### src/rtl/pending_request_encoder.sv
// Sticky request collector with a registered lowest-index-first selector
// and a valid/ready output handshake; the presented index is held until accepted.
module pending_request_encoder #(
    parameter int IW = 4
) (
    input  logic                  i_clk,
    input  logic                  i_areset,
    input  logic [IW-1:0]         i_req,
    input  logic [IW-1:0]         i_mask,
    input  logic                  i_ready,
    output logic [$clog2(IW)-1:0] o_idx,
    output logic                  o_valid,
    output logic [IW-1:0]         o_pending
);

    localparam int IDXW = $clog2(IW);

    typedef enum logic {
        IDLE    = 1'b0,
        PRESENT = 1'b1
    } state_t;

    state_t          state_q, state_d;
    logic [IDXW-1:0] idx_q, idx_d;
    logic [IW-1:0]   pending_q, pending_d;

    logic            acc;
    logic [IW-1:0]   served;
    logic [IW-1:0]   held;
    logic [IW-1:0]   cand;
    logic [IDXW-1:0] sel;

    always_comb begin
        acc = (state_q == PRESENT) && i_ready;

        served = '0;
        held   = '0;
        for (int i = 0; i < IW; i++) begin
            served[i] = acc && (idx_q == IDXW'(i));
            held[i]   = (state_q == PRESENT) && !acc && (idx_q == IDXW'(i));
        end

        // A new request on the bit being served wins over the clear.
        pending_d = (pending_q & ~served) | i_req;

        // The held index is excluded so it cannot be issued twice.
        cand = pending_d & ~i_mask & ~held;

        // Scan from the top so the lowest set bit is the last one written.
        sel = '0;
        for (int i = IW - 1; i >= 0; i--) begin
            if (cand[i]) begin
                sel = IDXW'(i);
            end
        end

        state_d = state_q;
        idx_d   = idx_q;
        case (state_q)
            IDLE: begin
                if (cand != '0) begin
                    state_d = PRESENT;
                    idx_d   = sel;
                end
            end
            PRESENT: begin
                if (acc) begin
                    if (cand != '0) begin
                        idx_d = sel;
                    end else begin
                        state_d = IDLE;
                    end
                end
            end
            default: begin
                state_d = IDLE;
            end
        endcase
    end

    always_ff @(posedge i_clk or posedge i_areset) begin
        if (i_areset) begin
            state_q   <= IDLE;
            idx_q     <= '0;
            pending_q <= '0;
        end else begin
            state_q   <= state_d;
            idx_q     <= idx_d;
            pending_q <= pending_d;
        end
    end

    assign o_idx     = idx_q;
    assign o_valid   = (state_q == PRESENT);
    assign o_pending = pending_q;

endmodule

### config.mk
export PLATFORM = sky130hd
export DESIGN_NAME = pending_request_encoder
export DESIGN_NICKNAME = d
export VERILOG_FILES = /design/src/rtl/pending_request_encoder.sv
export SDC_FILE = /design/constraint.sdc
export NUM_CORES = 1
export LEC_CHECK = 0
export CORE_AREA = 2 2 39 41
export DETAILED_ROUTE_END_ITERATION = 6
export DIE_AREA = 0 0 41 43
export GPL_TIMING_DRIVEN = 0
export PLACE_DENSITY = 0.72
export SETUP_SLACK_MARGIN = 0.3
export SLEW_MARGIN = 10
export SYNTH_ARGS = -nofsm -noshare
export SYNTH_HDL_FRONTEND = slang
export SYNTH_SLANG_ARGS = --single-unit
### constraint.sdc
create_clock -name i_clk -period 3.2 [get_ports i_clk]
set_input_delay 0.96 -clock i_clk [delete_from_list [all_inputs] [get_ports i_clk]]
set_output_delay 0.96 -clock i_clk [all_outputs]
set_load 0.02 [all_outputs]
==> results summary <==
The highest clock frequency the design can meet came out at 432 MHz. The cell type with the highest aggregate area in the netlist is dfrtp_1. The worst-path maximum fanout is 8. The max capacitance violation total is 0. By area the synthesized netlist is led by dfrtp_1 (42%), a21o_1 (7.2%), nand2_1 (5.4%). The shortest clock period the worst path allows after layout is 2320 ps. After clock tree synthesis, the setup repair step added 0 buffers. After detailed routing, the number of vias per cell comes to around 5.1. The width of the chip is between 40 and 50 µm. The area taken by flip-flops and latches is 175 µm². Measured along the y axis, the die boundary spans 43 µm. The H-tree depth is 1. Counting instances in the post-synthesis netlist gives the leading cell types as dfrtp_1 (7), nand2_1 (6), a21o_1 (4). The tightest min-delay check is of the reg -> reg type. The final count of hold timing violations is 0. The largest individual stage delay along the critical path comes from the cell clkdlybuf4s50_1.

The first detailed-routing pass ran for 2 iterations. After synthesis the netlist holds a flip-flop and latch count of 7. Final hold analysis gives a worst-case slack of between 500 and 600 ps. The post-place instance area is 598 µm². The final critical-path share of the clock period is 72.4%. The via count came out at 401. The worst path required time came out at 2240 ps. The signal on the critical path passes through clkdlybuf4s50_1. The CTS tree is built. For this run, the leading register cell type out of synthesis is dfrtp_1. The number of warnings printed during yosys synthesis came out at 0. The relative slew slack came out at 80.4%. In the final layout, the share of cells above drive strength 1 is around 15%. The initial cell density of the core came out at 30.2%. The share of the Yosys chip area taken by registers is 41.9%. In this run the remaining antenna-violating nets after routing total 0. The number of I/O pins came out at 18. The number of instances in the synthesized netlist came out at 42. The filler cells instantiated in the layout total roughly 150.

The number of library cell types mapped by synthesis is 23. The total grt overflow came out at 0. The port buffer count came out at 16. The worst setup path is captured at an output pin. Timing analysis after detailed placement gives a worst setup slack of 797 ps. Across the VDD grid, the largest voltage drop is 0.240 mV.

The total die area came out at between 1500 and 2000 µm². Clock-pin slew was measured on the worst setup and hold paths at 50 ps. The number of clock buffers added by TritonCTS is 3. The via count of the first global-routing pass is 372.

The final setup violation count came out at 0. The leakage power of the design is roughly 0.25 nW. STA classifies the critical path startpoint as a register. The routability congestion estimate from global placement came out at between 0.7 and 0.8. The diode insertion count for antenna repair came out at 0.

Between clock sinks in the finished design, the worst skew comes to 3.58 ps. The final layout net count is 74. Yosys instantiated no cell more often than dfrtp_1.

The tree is rooted in a clkbuf_4. The end-of-flow core utilization came out at 45.1%. The multi-input gate area in the final layout is between 200 and 250 µm². The initial detailed-routing violation count came out at 6. A synthesized cell averages 9.95 µm². The worst endpoint data arrival time came out at 1360 ps. The area growth from synthesis to layout is 49.4%.

Grouping stages by cell kind, the critical path spends the most delay in buffers and inverters. The number of pins with negative max-slew slack in the final report came out at 0. The area of the mapped netlist came out at 418 µm².

The routed design has 916 µm of wire. The total clock sinks came out at 7. Summed over its instances, the top area cell type makes up 41.9% of the synthesized netlist area. The initial antenna violation count came to 0. The detailed-route wire length per cell came out at 11.7 µm. For this run, design rule violations remaining after detail routing come to 0.

The power per unit of standard cell area is 576 nW/µm². The total core area is 1380 µm². The final setup TNS came out at 0 ps. On the worst path, the slowest cell contributes a delay of around 650 ps.

Setup repair after global routing left no endpoint under its margin. The flow ran to the end, and the final reports show no timing, DRC or antenna violations. Clock latency on the worst-skew pair, taken at its later pin, is 240 ps. The largest net degree at the start of global routing is 10. After routing the design area is 624 µm². The global routing usage summed across all routing layers is 13.1%. The type of the worst setup path is reg -> out. Yosys mapped a number of flops with a built-in enable equal to 0. The final worst setup slack is between 800 and 900 ps. The first global-routing pass estimated 1.46 mm of wire. For the pin with the worst max-slew slack, the measured transition is 294 ps. The synthesized net count is 53. The count of standard-cell rows came out at 14.

The number of buffers and inverters on the critical path came out at 1. The HPWL after detailed placement is 737 µm. The count of instances resized after the clock tree is built came out at 0. The number of buffers between clock root and the deepest sink is 2. After clock tree synthesis, the flow added hold-fix buffers numbering 0. The share of synthesized flip-flops with an asynchronous set or reset is 100%.
==> area by class of cell <==
cell class              instances  area share (%)
plain buffers                   1            1.80
multi-input cells              33            36.5
inverters                       1           0.601
repair buffers                 16            25.7
flip-flops and latches          7            28.1
clock buffers                   4            4.21
well taps                      16            3.21
==> flip-flops by register name, indices dropped and copies added, names as in the netlist <==
register	count
o_idx	2
o_pending	4
o_valid	1
==> metal layers <==
layer,track usage (%),vias to the layer above,share of wire [%]
li1,-,198,-
met5,0,-,0
met4,12.0,0,3.1
met1,13.5,189,42
met2,19.4,12,50
met3,4.71,2,4.8
==> power breakdown <==
group          switching [mW]  total (mW)  internal, mW  leakage, nW
Clock                  0.0290      0.0763        0.0473       0.0150
Sequential             0.0249       0.132         0.107       0.0707
Combinational          0.0695       0.152        0.0821        0.161
Total                   0.123       0.360         0.236        0.247
==> layout by cell type, fill, tap and decap left out <==
cell type	count
nand3_1	1
nand2_2	1
buf_6	1
nor2b_1	1
clkdlybuf4s50_1	16
nor3_1	1
a21o_1	4
clkbuf_4	3
o22a_1	2
nor2b_4	1
and2b_2	1
o21bai_1	2
a21oi_1	3
nand4_1	1
o22ai_2	1
nand2_1	6
a311o_1	1
dfrtp_1	7
a211oi_2	1
nor2_1	2
inv_1	1
and3b_1	1
clkbuf_1	1
a41oi_1	1
nor3b_1	1
a211o_1	1
==> through the flow <==
step,instances,power (mW)
finish,78,0.360
global route,78,0.392
CTS,78,0.368
detailed placement,74,0.287
global placement,74,0.283
floorplan,42,0.221
==> path summary, 6_finish.rpt <==
kind	slack (ps)	start	end	depth (start not counted)
setup / recovery	880	o_idx[0]	o_idx[0]	1
hold / removal	500	o_pending[1]	o_pending[1]	1
setup reg to reg	1790	o_valid	o_idx[1]	4
hold reg to reg	500	o_pending[1]	o_pending[1]	1
max in group asynchronous	2020	i_areset	o_idx[0]	2
min in group asynchronous	960	i_areset	o_pending[3]	2
==> cells by family (layout without fill, tap and decap cells) <==
kind of cell | Yosys count | count (layout) | synth area share, %
AO/OA/AOI/OAI | 16 | 16 | 31.1
flip-flops | 7 | 7 | 41.9
AND/OR/NAND/NOR | 17 | 17 | 23.4
buffers and inverters | 2 | 22 | 3.59
Note: power is estimated with default switching activity, not from simulation.
